--- config.mk ---
export PLATFORM = sky130hd
export DESIGN_NAME = matrix_scan_controller
export DESIGN_NICKNAME = d
export VERILOG_FILES = /design/src/rtl/matrix_scan_controller.sv
export SDC_FILE = /design/constraint.sdc
export NUM_CORES = 1
export LEC_CHECK = 0
export BUFFER_PORTS_ARGS = -buffer_cell sky130_fd_sc_hd__buf_2
export CORE_MARGIN = 1
export CORE_UTILIZATION = 53
export CTS_CLUSTER_DIAMETER = 200
export CTS_CLUSTER_SIZE = 24
export DETAILED_ROUTE_END_ITERATION = 10
export GPL_ROUTABILITY_DRIVEN = 0
export GPL_TIMING_DRIVEN = 1
export PLACE_DENSITY = 0.83
export SYNTH_ARGS = -nofsm -noshare
export SYNTH_HDL_FRONTEND = slang
export SYNTH_SLANG_ARGS = --single-unit
--- constraint.sdc ---
create_clock -name clock_i -period 3.7 [get_ports clock_i]
set_input_delay 0.185 -clock clock_i [delete_from_list [all_inputs] [get_ports clock_i]]
set_output_delay 0.185 -clock clock_i [all_outputs]
set_load 0.05 [all_outputs]
--- src/rtl/matrix_scan_controller.sv ---
// -----------------------------------------------------------------------------
// matrix_scan_controller
//
// Time-multiplexed scan sequencer for a 5-column LED matrix whose columns are
// mirrored in pairs (0/4, 1/3, 2). Three column groups are lit one after the
// other. Each group gets an optional all-off blanking gap, then a dwell period
// with its row pattern driven. The shown image is double-buffered. A new image
// is only swapped in at a frame boundary, or while the scanner is idle.
//
// Parameters
//   ROWS          row lines per column
//   DWELL_CYCLES  clocks each column group is lit (>= 1)
//   BLANK_CYCLES  clocks of all-off before each group (0 = no blanking)
//
// Ports
//   clock_i         system clock, rising edge
//   reset_n_i       synchronous reset, active-low
//   enable_i        1 = scan runs, 0 = display dark
//   image_data_i    half-image: [ROWS-1:0] = group0 (cols 0/4),
//                   next ROWS = group1 (cols 1/3), top ROWS = group2 (col 2)
//   image_valid_i   producer offers image_data_i
//   image_ready_o   pending buffer empty; transfer when valid & ready
//   ring_counter_o  one-hot column group select (000 = all off)
//   row_o           row drive for the current group, 1 = LED on
//   frame_done_o    single-cycle pulse after each completed frame
// -----------------------------------------------------------------------------
module matrix_scan_controller #(
  parameter int ROWS         = 7,
  parameter int DWELL_CYCLES = 1000,
  parameter int BLANK_CYCLES = 8
) (
  input  logic              clock_i,
  input  logic              reset_n_i,
  input  logic              enable_i,
  input  logic [3*ROWS-1:0] image_data_i,
  input  logic              image_valid_i,
  output logic              image_ready_o,
  output logic [2:0]        ring_counter_o,
  output logic [ROWS-1:0]   row_o,
  output logic              frame_done_o
);

  // One counter serves both the blank and the dwell phase. It is sized for
  // the longer of the two.
  localparam int MAX_CYCLES = (DWELL_CYCLES > BLANK_CYCLES) ? DWELL_CYCLES : BLANK_CYCLES;
  localparam int CNT_W      = $clog2(MAX_CYCLES + 1);
  localparam logic [CNT_W-1:0] DWELL_LAST = CNT_W'(DWELL_CYCLES - 1);
  localparam logic [CNT_W-1:0] BLANK_LAST = CNT_W'((BLANK_CYCLES > 0) ? (BLANK_CYCLES - 1) : 0);
  localparam bit HAS_BLANK = (BLANK_CYCLES > 0);

  typedef enum logic [1:0] {
    ST_IDLE  = 2'd0,
    ST_BLANK = 2'd1,
    ST_DRIVE = 2'd2
  } state_e;

  state_e              state_q, state_d;
  logic [1:0]          group_q, group_d;
  logic [CNT_W-1:0]    cnt_q, cnt_d;
  logic [2:0]          ring_q, ring_d;
  logic [ROWS-1:0]     row_q, row_d;
  logic                frame_done_q, frame_done_d;
  logic [3*ROWS-1:0]   display_q, display_d;
  logic [3*ROWS-1:0]   pending_q, pending_d;
  logic                pending_valid_q, pending_valid_d;
  logic                ready_q, ready_d;

  logic                frame_end;
  logic                swap;
  logic                accept;

  // One-hot column select for a group index. Index 3 is unused and maps to
  // all-off.
  function automatic logic [2:0] group_onehot(input logic [1:0] g);
    case (g)
      2'd0:    return 3'b001;
      2'd1:    return 3'b010;
      2'd2:    return 3'b100;
      default: return 3'b000;
    endcase
  endfunction

  // Row pattern of one column group taken from the packed half-image.
  function automatic logic [ROWS-1:0] group_rows(input logic [3*ROWS-1:0] img,
                                                 input logic [1:0]        g);
    case (g)
      2'd0:    return img[ROWS-1:0];
      2'd1:    return img[2*ROWS-1:ROWS];
      default: return img[3*ROWS-1:2*ROWS];
    endcase
  endfunction

  always_comb begin
    state_d         = state_q;
    group_d         = group_q;
    cnt_d           = cnt_q;
    display_d       = display_q;
    pending_d       = pending_q;
    pending_valid_d = pending_valid_q;
    frame_end       = 1'b0;
    accept          = image_valid_i & ~pending_valid_q;

    case (state_q)
      ST_IDLE: begin
        group_d = 2'd0;
        cnt_d   = '0;
        if (enable_i) begin
          state_d = HAS_BLANK ? ST_BLANK : ST_DRIVE;
        end
      end
      ST_BLANK: begin
        if (cnt_q == BLANK_LAST) begin
          cnt_d   = '0;
          state_d = ST_DRIVE;
        end else begin
          cnt_d = cnt_q + 1'b1;
        end
      end
      ST_DRIVE: begin
        if (cnt_q == DWELL_LAST) begin
          cnt_d   = '0;
          state_d = HAS_BLANK ? ST_BLANK : ST_DRIVE;
          if (group_q == 2'd2) begin
            group_d   = 2'd0;
            frame_end = 1'b1;
          end else begin
            group_d = group_q + 2'd1;
          end
        end else begin
          cnt_d = cnt_q + 1'b1;
        end
      end
      default: begin
        state_d = ST_IDLE;
        group_d = 2'd0;
        cnt_d   = '0;
      end
    endcase

    // Disable wins over every scan transition. A frame cut short this way
    // does not count as completed.
    if (!enable_i) begin
      state_d   = ST_IDLE;
      group_d   = 2'd0;
      cnt_d     = '0;
      frame_end = 1'b0;
    end

    // The displayed image only changes where it cannot tear a frame: at the
    // frame boundary, or while the scanner is dark.
    swap = pending_valid_q & (frame_end | (state_q == ST_IDLE));

    // swap needs a full pending buffer and accept needs an empty one, so the
    // two never coincide.
    if (swap) begin
      display_d       = pending_q;
      pending_valid_d = 1'b0;
    end else if (accept) begin
      pending_d       = image_data_i;
      pending_valid_d = 1'b1;
    end

    // Outputs are decoded from next-state values so the registered pins line
    // up exactly with the registered state.
    frame_done_d = frame_end;
    ready_d      = ~pending_valid_d;
    if (state_d == ST_DRIVE) begin
      ring_d = group_onehot(group_d);
      row_d  = group_rows(display_d, group_d);
    end else begin
      ring_d = 3'b000;
      row_d  = '0;
    end
  end

  always_ff @(posedge clock_i) begin
    if (!reset_n_i) begin
      state_q         <= ST_IDLE;
      group_q         <= 2'd0;
      cnt_q           <= '0;
      ring_q          <= 3'b000;
      row_q           <= '0;
      frame_done_q    <= 1'b0;
      display_q       <= '0;
      pending_q       <= '0;
      pending_valid_q <= 1'b0;
      ready_q         <= 1'b1;
    end else begin
      state_q         <= state_d;
      group_q         <= group_d;
      cnt_q           <= cnt_d;
      ring_q          <= ring_d;
      row_q           <= row_d;
      frame_done_q    <= frame_done_d;
      display_q       <= display_d;
      pending_q       <= pending_d;
      pending_valid_q <= pending_valid_d;
      ready_q         <= ready_d;
    end
  end

  assign image_ready_o  = ready_q;
  assign ring_counter_o = ring_q;
  assign row_o          = row_q;
  assign frame_done_o   = frame_done_q;

endmodule
Word-level counts from Yosys, hierarchy flattened
Index checks and enable logic that the tools add are counted.
- add/subtract/negate cells: 2
- eq/ne operators: 8
- multiplexer cells: 20
- bitwise logic cells: 6
- reduce and logical (&&, ||, !) cells: 5
- operator list (cell ; count):
    2-to-1 mux 21 bit ; 1
    2-to-1 mux 10 bit ; 2
    case mux 10 bit (2 select lines) ; 1
    case mux 7 bit (2 select lines) ; 1
    2-to-1 mux 2 bit ; 6
    adder 10 x 1 -> 10 bit, second input constant ; 1
    equality test 10 bit, second input constant ; 1
    equality test 10 x 3 -> 1 bit, second input constant ; 1
    case mux 3 bit (3 select lines) ; 1
    equality test 2 bit, second input constant ; 4
    2-to-1 mux 1 bit ; 6
    case mux 2 bit (3 select lines) ; 1
    AND reduction 2 bit ; 3
    equality test 2 x 1 -> 1 bit, second input constant ; 2
    zero test 2 bit ; 2
    case mux 2 bit (2 select lines) ; 1
    NOT 1 bit ; 3
    adder 2 x 1 -> 2 bit, second input constant ; 1
    AND 1 bit ; 2
    OR 1 bit ; 1
- bits in registers: 69
- input port bits: 25
- word-level logic and storage cells: 51

Logic depth before layout (Yosys ltp)
Gate-level depths: netlist (run 1).
- depth after elaboration: 9
- gate-level depth with buffers: 9

Worst setup path before layout (run 1)
Ideal clock, no wire load.
- kind: flip-flop to flip-flop
- start: register cnt_q[0]
- end: register row_q[1] (netlist: row_o[1])
- library setup time: 115 ps
- arrival time: 2015 ps
- data required time: 3585 ps
- path slack: 1570 ps
- cell stages (with the launch flop): 9
- path buffers: 2
- cell sequence: dfxtp_1 > ha_1 > nand4bb_1 > buf_2 > o41ai_4 > buf_4 > mux2i_1 > o22ai_1 > o21a_1
- longest elaborated chain between the ends: 8
- elaborated cells on any way between the ends: 20
- classes of those cells: eq/ne (4); mux (12); bitwise (2); reduce/logical (2)
- RTL lines (what ; line ; text):
    start: declaration ; 59 ; logic [CNT_W-1:0] cnt_q, cnt_d;
    start signal: assignment ; 191 ; cnt_q <= cnt_d;
    equality test 10 bit ; 120 ; if (cnt_q == DWELL_LAST) begin
    2-to-1 mux 1 bit ; 120 ;
    2-to-1 mux 1 bit ; 103 ; case (state_q)
    2-to-1 mux 1 bit ; 142 ; if (!enable_i) begin
    OR 1 bit ; 151 ; swap = pending_valid_q & (frame_end | (state_q == ST_IDLE));
    AND 1 bit ; 151 ;
    2-to-1 mux 21 bit ; 155 ; if (swap) begin
    case mux 7 bit (2 select lines) ; 86 ; case (g)
    end signal: assignment ; 193 ; row_q <= row_d;
    end: declaration ; 61 ; logic [ROWS-1:0] row_q, row_d;
Several ways; a longest one is shown, not always the timed one.
A chain may end at the register's enable or synchronous reset.

Final worst setup path (run 1)
- start: register cnt_q[0]
- end: register row_q[5] (netlist: row_o[5])
The elaborated chain is that of the path after synthesis.

==> run metrics, run 1 <==
mapped cell area=2890 µm²; first-pass GRT wire length=around 9000 µm; share of the synthesized area in the top cell type=0.477; Clock Path Buffers=2; H-tree depth=3; Multi-input gate area=~1400 µm²; synth top area cells=dfxtp_1 (48%), mux2i_1 (7.3%), nand2_1 (6.4%); Fmax=380 MHz; RSZ-0062 raised after global routing=false; Worst setup EP type=flop; measured slew at the worst slew-check pin=0.801 ns; leakage=0.00128 µW; max-slew violation count=0; WP data arrival=roughly 2.9 ns; Post-synth EDFFs=0; Clock Sinks=between 60 and 70; number of cells after detailed placement=397; area growth from synthesis to layout=14.4%; Critical Path RT=between 3 and 4 ns; yosys warns=0; Worst-path clk slew=0.07 ns; clk root buf=clkbuf_8; # port buffers=36; Fin. Hold Viols=0; register area share after synthesis=0.477; Layout Nets=around 370; Critical Path Start Type=flop; # setup viols final=0; fillers=440; crit path time final=between 2 and 3 ns; Sequential Area=1380 µm²; largest net degree at the start of global routing=47; num ports=37; TritonCTS clock tree=yes; synthesized area per cell=roughly 9.5 µm²; CTS Buf Count=9; First DRT Iteration DRCs=94; worst vdd ir=0.311 mV; ratio of cells with drive above 1 in the final layout=0.169; DR WL/cell=about 13 µm; row count=26; DR DRC count=0; Finished Layout Cells=between 400 and 500; Core Footprint=5170 µm²; P per Cell Area=~460 nW/µm²; Syn Inst Count=~300; number of distinct library cells after synthesis=slightly below 50; Vias per Instance=5.23; die width=approximately 76 µm; die footprint=between 5000 and 6000 µm²; part of the cycle the worst path needs=0.711; total grt overflow=0; crit-path max FO=21; Area after DPL=approximately 3100 µm²; type of the most critical hold path=in -> reg; All-Layer GR Usage=0.211; dominant cell type by area after synthesis=dfxtp_1; ys async rst share=0; Main synth FF type=dfxtp_1; post-DP HPWL=3800 µm; # Post-CTS Setup Buffers=0; Setup TNS Final=0 ns; die outline height=75.9 µm; CP Class=reg -> reg; # resized after CTS=0; Starting Density=0.560; DRT antenna net count=0; slew margin rel.=0.466; Setup Skew=~0.009 ns; vias=approximately 2200; Syn Nets=about 340; Ant. Diodes=0; maxcap violations=0; Initial DRT Pass Iterations=4; hold buffer count at cts=0; Total Wirelength=roughly 5400 µm; Skew-Pair Late Insertion Delay=between 0.3 and 0.4 ns; antenna violations before repair=0; number of global-route vias before repair=between 1500 and 2000; status=finished clean; fin area=3310 µm²; flops & latches, synth=69
[layout make-up]
type,count,area share
inverter,5,0.00567
clock buffer,11,0.0397
multi-input combinational,215,0.426
tap,70,0.0265
timing repair buffer,38,0.0590
sequential,69,0.417
clock inverter,5,0.0257
[cell families (layout without fill, tap and decap cells)]
group,Yosys count,after routing,synth area share
flops,69,69,0.477
buf+inv,21,59,0.0355
simple gates,126,126,0.222
xor+xnor,8,8,0.0242
compound gates,55,55,0.147
mux,21,21,0.0726
fa+ha+maj,5,5,0.0216
[layout by cell type, fill, tap and decap left out, types with 6 or more instances in the layout]
| cell | count |
|---|---|
| buf_2 | 36 |
| o22ai_1 | 6 |
| nor2b_1 | 27 |
| nand3_1 | 6 |
| dfxtp_1 | 69 |
| o21a_1 | 7 |
| a21boi_0 | 21 |
| clkbuf_8 | 9 |
| mux2i_1 | 21 |
| nand2_1 | 49 |
| nor2_1 | 20 |
[routing by layer]
| metal | global-route usage | vias to the layer above | share of wire |
|---|---|---|---|
| met5 | 0 | - | 0 |
| met4 | 0.0802 | 0 | 0.011 |
| met3 | 0.0860 | 7 | 0.042 |
| met2 | 0.330 | 37 | 0.47 |
| met1 | 0.261 | 999 | 0.48 |
| li1 | - | 1115 | - |
[cells in the mapped netlist, types with 5 or more instances]
library cell	instances
mux2i_1	21
nand2_1	49
inv_1	5
nor2_1	20
a21boi_0	21
nor2b_1	27
o22ai_1	6
ha_1	5
o21a_1	7
dfxtp_1	69
nand3_1	6
clkbuf_1	9
xor2_1	5
[report_power, final]
| part | internal [µW] | switching, µW | leakage (µW) | total, µW |
|---|---|---|---|---|
| logic | 40.4 | 49.1 | 0.000618 | 89.5 |
| registers | 763 | 11.2 | 0.000560 | 774 |
| clock network | 382 | 273 | 0.000104 | 655 |
[registers in the layout, summed over array words and instances, names as in the netlist]
| name | flops |
|---|---|
| cnt_q | 10 |
| display_q | 21 |
| frame_done_o | 1 |
| group_q | 2 |
| image_ready_o | 1 |
| pending_q | 21 |
| pending_valid_q | 1 |
| ring_counter_o | 3 |
| row_o | 7 |
| state_q | 2 |
[critical path, stage by stage, from the launching register on]
cell	delay [ns]
dfxtp_1	0.37
ha_1	0.28
nand4bb_1	0.37
o41ai_4	0.44
buf_4	0.38
mux2i_1	0.31
o221ai_1	0.16
and3_1	0.22
[through the flow]
stage                     setup WS, ns  hold slack, ns  utilization  power [µW]
after floorplan                   1.57           0.330            -         852
after global placement            1.21           0.436        0.598         877
after detailed placement          1.10           0.444        0.598         880
after CTS                         1.06          0.0723        0.640        1530
after global routing             0.918          0.0736        0.640        1580
final                             1.07          0.0819        0.640        1520
[worst paths after layout]
| path | start | endpoint | slack, ns | cells after the start |
|---|---|---|---|---|
| setup / recovery | cnt_q[0] | row_o[5] | 1.07 | 7 |
| hold reg to reg | pending_q[0] | pending_q[0] | 0.47 | 2 |
| hold / removal | image_data_i[1] | pending_q[1] | 0.08 | 3 |
| setup reg to reg | cnt_q[0] | row_o[5] | 1.07 | 7 |
No activity file was read; power rests on OpenSTA's default activity.
==> run 2: changes to the inputs <==
Settings changed: CORE_UTILIZATION 53 to 51.
Clock period 3.7 ns to 2.4 ns, I/O delays scaled along.
==> run metrics, run 2 (synthesized netlist as in run 1, its figures left out) <==
fin worst setup slack=0.183 ns (-0.888 ns); crit path time final=2.22 ns (-0.412 ns); DR WL/cell=13.6 µm (+3.1%); most frequent cells in the layout=dfxtp_1 (69), nand2_1 (49), buf_2 (36); Initial DRT Pass Iterations=4 (unchanged); combinational power share=0.067 (+0.008); Worst setup EP type=flop; H-tree depth=3 (unchanged); First DRT Iteration DRCs=102 (+8.5%); reg-to-reg slack, setup=0.18 ns (-0.89 ns); Layout Nets=378 (+2.7%); type of the most critical hold path=in -> reg; Setup Skew=0.0120 ns (+0.00299 ns); die outline height=77.3 µm (+1.9%); measured slew at the worst slew-check pin=0.791 ns (-0.00987 ns); Total Wirelength=5780 µm (+6.1%); row count=27 (+3.8%); clk root buf=clkbuf_8; CP cell instances=inv_1 -> ha_1 -> nand2_1 -> a2111oi_1 -> o21ai_2 -> nand2b_1 -> and3_1; Core Util, Final=0.618 (-0.0221); die footprint=5980 µm² (+3.8%); sequential power share=0.539 (+0.029); P per Cell Area=654 nW/µm² (+42%); RSZ-0062 raised after global routing=false; Clock Sinks=69 (unchanged); status=finished clean; max-slew violation count=0 (unchanged); vias=2220 (+2.9%); Critical Path RT=2.65 ns (-1.29 ns); area growth from synthesis to layout=16.8%; die width=77.3 µm (+1.9%); Worst path slowest cell=a2111oi_1; Ant. Diodes=0 (unchanged); # port buffers=36 (unchanged); total grt overflow=0 (unchanged); commonest non-fill, non-tap cell in the layout=dfxtp_1; Starting Density=0.529 (-0.0307); Setup TNS Final=0 ns (unchanged); Area after DPL=3130 µm² (+1.3%); Regs by FF count=display_q (21), pending_q (21), cnt_q (10); pre-CTS setup slack=0.157 ns (-0.945 ns); largest net degree at the start of global routing=46 (-2.1%); part of the cycle the worst path needs=0.924 (+0.213); slew margin rel.=0.472 (+0.00658); Critical Path Start Type=flop; Fmax=451 MHz (+19%); # setup viols final=0 (unchanged); leakage=0.00132 µW (+2.6%); All-Layer GR Usage=0.208 (-0.00317); num ports=37 (unchanged); Vias per Instance=5.22 (about the same); Hold Startpoint=image_data_i[9]; CP Class=reg -> reg; Worst-path clk slew=0.08 ns (about the same); overall power=2210 µW (+46%); # Post-CTS Setup Buffers=0 (unchanged); CTS Buf Count=9 (unchanged); TritonCTS clock tree=yes; Clock Path Buffers=2 (unchanged); DRT antenna net count=0 (unchanged); first-pass GRT wire length=9660 µm (+10%); Skew-Pair Late Insertion Delay=0.36 ns (+0.02 ns); antenna violations before repair=0 (unchanged); worst vdd ir=0.523 mV (+68%); critical path startpoint=state_q[1]; DR DRC count=0 (unchanged); Clock power frac=0.394 (-0.037); Fin. Hold Viols=0 (unchanged); maxcap violations=0 (unchanged); Worst R2R Start=state_q[1]; P_sw=577 µW (+73%); Internal=1630 µW (+38%); Worst path max stage delay=0.57 ns (+0.13 ns); number of global-route vias before repair=2158 (+14%); crit-path max FO=9 (-57%); WP data arrival=2.47 ns (-0.40 ns); ratio of cells with drive above 1 in the final layout=0.193 (+0.0235); Sw Ratio=0.261 (+0.0417); Core Footprint=5470 µm² (+5.8%); fin area=3380 µm² (+2.2%); post-DP HPWL=3820 µm (+0.55%)
## run 2: changes by cell type in the layout (fill, tap and decap cells not counted), moves of 2 or more
cell	previous run	this run
buf_4	2	5
bufinv_16	2	0
inv_6	0	3
buf_6	0	2
clkbuf_1	2	0
dlygate4sd3_1	0	5
## run 2: worst paths after layout
kind	end	cells past startpoint
hold / removal	pending_q[9]	3
setup reg to reg	row_o[5]	7
setup / recovery	row_o[5]	7
hold reg to reg	pending_q[17]	2
## run 2: routing by layer
metal  GRT usage  routed length [µm]  vias to the layer above
met2       0.336                2720                       54
met5           0                   0                        -
li1            -                   -                     1133
met4       0.125                 149                        0
met3      0.0494                 202                       13
met1       0.250                2710                     1020
## run 2: repair_timing
item | in CTS | in global routing
endpoints found under the setup margin | 0 | 7
hold buffers | 5 | 0
resized for setup | 0 | 5
endpoints found under the hold margin | 5 | 0
## run 2: power groups by stage
| stage | sequential (µW) | combinational (µW) | clock [µW] |
|---|---|---|---|
| finish | 1190 | 148 | 870 |
| CTS | 1190 | 147 | 883 |
| global placement | 1220 | 139 | 0 |
| floorplan | 1220 | 97.5 | 0 |
| detailed placement | 1220 | 140 | 0 |
| global route | 1200 | 165 | 943 |
## run 2: final cells by class
cell class                      count  area, µm²
Timing Repair Buffer               48        290
Sequential cell                    69       1380
Tap cell                           72       90.1
Clock buffer                        9        124
Inverter                            5       18.8
Multi-Input combinational cell    215       1420
Fill cell                         485       2090
Clock inverter                      7       56.3
## run 2: worst max-delay path, delay by kind of cell (launching register included)
family	cells	cell delay, ns
compound gates	2	0.83
fa+ha+maj	1	0.34
buf+inv	1	0.11
flops	1	0.35
simple gates	3	0.48
## run 2: metrics by stage
step	hold slack, ns	cells
6_report	0.00374	425
3_3_place_gp	0.369	404
2_1_floorplan	0.265	305
5_1_grt	0.00580	425
4_1_cts	0.000364	425
3_5_place_dp	0.377	404
==> run 3: changes to the inputs <==
Settings changed: CORE_ASPECT_RATIO set to 0.75.
==> run metrics, run 3 (synthesized netlist as in run 1, its figures left out) <==
row count=23 (-15%); # port buffers=36 (unchanged); DRT antenna net count=0 (unchanged); Hold Startpoint=image_data_i[6]; P per Cell Area=653 nW/µm² (-0.14%); H-tree depth=3 (unchanged); largest net degree at the start of global routing=44 (-4.3%); type of the most critical hold path=in -> reg; Setup TNS Final=0 ns (unchanged); Worst-path clk slew=0.07 ns (about the same); part of the cycle the worst path needs=0.927 (+0.00377); Ant. Diodes=0 (unchanged); commonest non-fill, non-tap cell in the layout=dfxtp_1; All-Layer GR Usage=0.222 (+0.0142); Layout Nets=373 (-1.3%); TritonCTS clock tree=yes; # resized after CTS=0 (unchanged); R2R depth=7 (unchanged); P_sw=539 µW (-6.6%); Worst R2R Start=cnt_q[0]; Fmax=449 MHz (-0.41%); RSZ-0062 raised after global routing=false; leakage=0.00129 µW (-1.8%); Clock power frac=0.385 (-0.009); die outline height=67.2 µm (-13%); maxcap violations=0 (unchanged); fillers=485 (unchanged); WP data arrival=2.50 ns (+0.03 ns); Critical Path Start Type=flop; clk root buf=clkbuf_8; Total Wirelength=6030 µm (+4.3%); Vias per Instance=5.31 (+1.6%); sequential power share=0.548 (+0.009); antenna violations before repair=0 (unchanged); combinational power share=0.067 (about the same); crit-path max FO=10 (+1); slew margin rel.=0.459 (-0.0137); status=finished clean; Fin. Hold Viols=0 (unchanged); reg-to-reg slack, setup=0.17 ns (about the same); WHS Endpoint=pending_q[6]; Internal=1640 µW (+0.49%); Clock Sinks=69 (unchanged); first-pass GRT wire length=9700 µm (+0.42%); Sw Ratio=0.247 (-0.0138); max-slew violation count=0 (unchanged); Area after DPL=3150 µm² (+0.52%); CTS Buf Count=9 (unchanged); die width=89.0 µm (+15%); fin area=3340 µm² (-1.2%); Regs by FF count=display_q (21), pending_q (21), cnt_q (10); # Post-CTS Setup Buffers=0 (unchanged); Skew-Pair Late Insertion Delay=0.35 ns (about the same); Worst setup EP type=flop; Clock Path Buffers=2 (unchanged); DR DRC count=0 (unchanged); First DRT Iteration DRCs=195 (+91%); hold buffer count at cts=0 (-5); worst vdd ir=0.297 mV (-43%); die footprint=5980 µm² (about the same); most frequent cells in the layout=dfxtp_1 (69), nand2_1 (49), buf_2 (36); Hold Path Stages=3 (unchanged); Setup Skew=0.00539 ns (-0.00663 ns); Starting Density=0.535 (+0.00611); overall power=2180 µW (-1.4%); Core Footprint=5410 µm² (-1.1%); crit path time final=2.23 ns (+0.00906 ns); measured slew at the worst slew-check pin=0.812 ns (+0.0206 ns); area growth from synthesis to layout=15.4%; CP Class=reg -> reg; Initial DRT Pass Iterations=4 (unchanged); vias=2246 (+1.2%); Critical Path RT=2.68 ns (+0.03 ns); DR WL/cell=14.3 µm (+4.8%); R2R Path End=ring_counter_o[2]; total grt overflow=0 (unchanged); post-DP HPWL=4190 µm (+9.6%); ratio of cells with drive above 1 in the final layout=0.198 (+0.00564); # setup viols final=0 (unchanged); number of global-route vias before repair=2025 (-6.2%); num ports=37 (unchanged)
[run 3: cell count changes in the layout (fill, tap and decap cells not counted), sizes merged]
cell and change:
dlygate4sd3 -5, inv -3, clkbuf +1, clkinv +1, clkinvlp +1
[run 3: layout make-up]
| class | count | area [µm²] | share of cell area |
|---|---|---|---|
| timing repair buffer | 43 | 245 | 0.0734 |
| tap | 75 | 93.8 | 0.0281 |
| clock buffer | 10 | 138 | 0.0412 |
| inverter | 5 | 18.8 | 0.00562 |
| clock inverter | 6 | 38.8 | 0.0116 |
| sequential | 69 | 1380 | 0.414 |
| multi-input combinational | 215 | 1420 | 0.426 |
[run 3: worst max-delay path, cell delays in order, from the launching register on]
cell       delay, ns
dfxtp_1         0.38
ha_1            0.19
nand4bb_1       0.19
buf_4           0.22
o31a_1          0.30
o21ai_2         0.14
and4b_1         0.45
and4b_1         0.29
[run 3: per-layer routing]
layer / track usage / vias to the layer above / part of all wire
met3: 0.0819 / 15 / 0.065
met1: 0.300 / 1039 / 0.50
li1: - / 1121 / -
met4: 0.0972 / 0 / 0.017
met2: 0.318 / 71 / 0.42
met5: 0 / - / 0
[run 3: power by group through the flow]
stage	sequential (µW)	combinational (µW)	clock, µW
final	1190	146	840
after global routing	1200	163	892
after CTS	1190	146	848
after detailed placement	1220	145	0
after global placement	1220	140	0
after floorplan	1220	97.5	0
[run 3: how the worst max path moves through the flow]
stage | from | endpoint
floorplan | cnt_q[0] | row_o[1]
global placement | state_q[0] | row_o[0]
detailed placement | state_q[0] | row_o[1]
CTS | state_q[0] | row_o[1]
global route | cnt_q[0] | row_o[6]
finish | cnt_q[0] | ring_counter_o[2]
[run 3: stage by stage]
stage	hold WS (ns)	util	setup WS [ns]	cells
floorplan	0.265	-	0.270	305
global placement	0.370	0.582	0.251	407
detailed placement	0.377	0.582	0.161	407
CTS	0.00490	0.615	0.156	423
global route	0.0186	0.617	0.00647	423
finish	0.0149	0.617	0.174	423
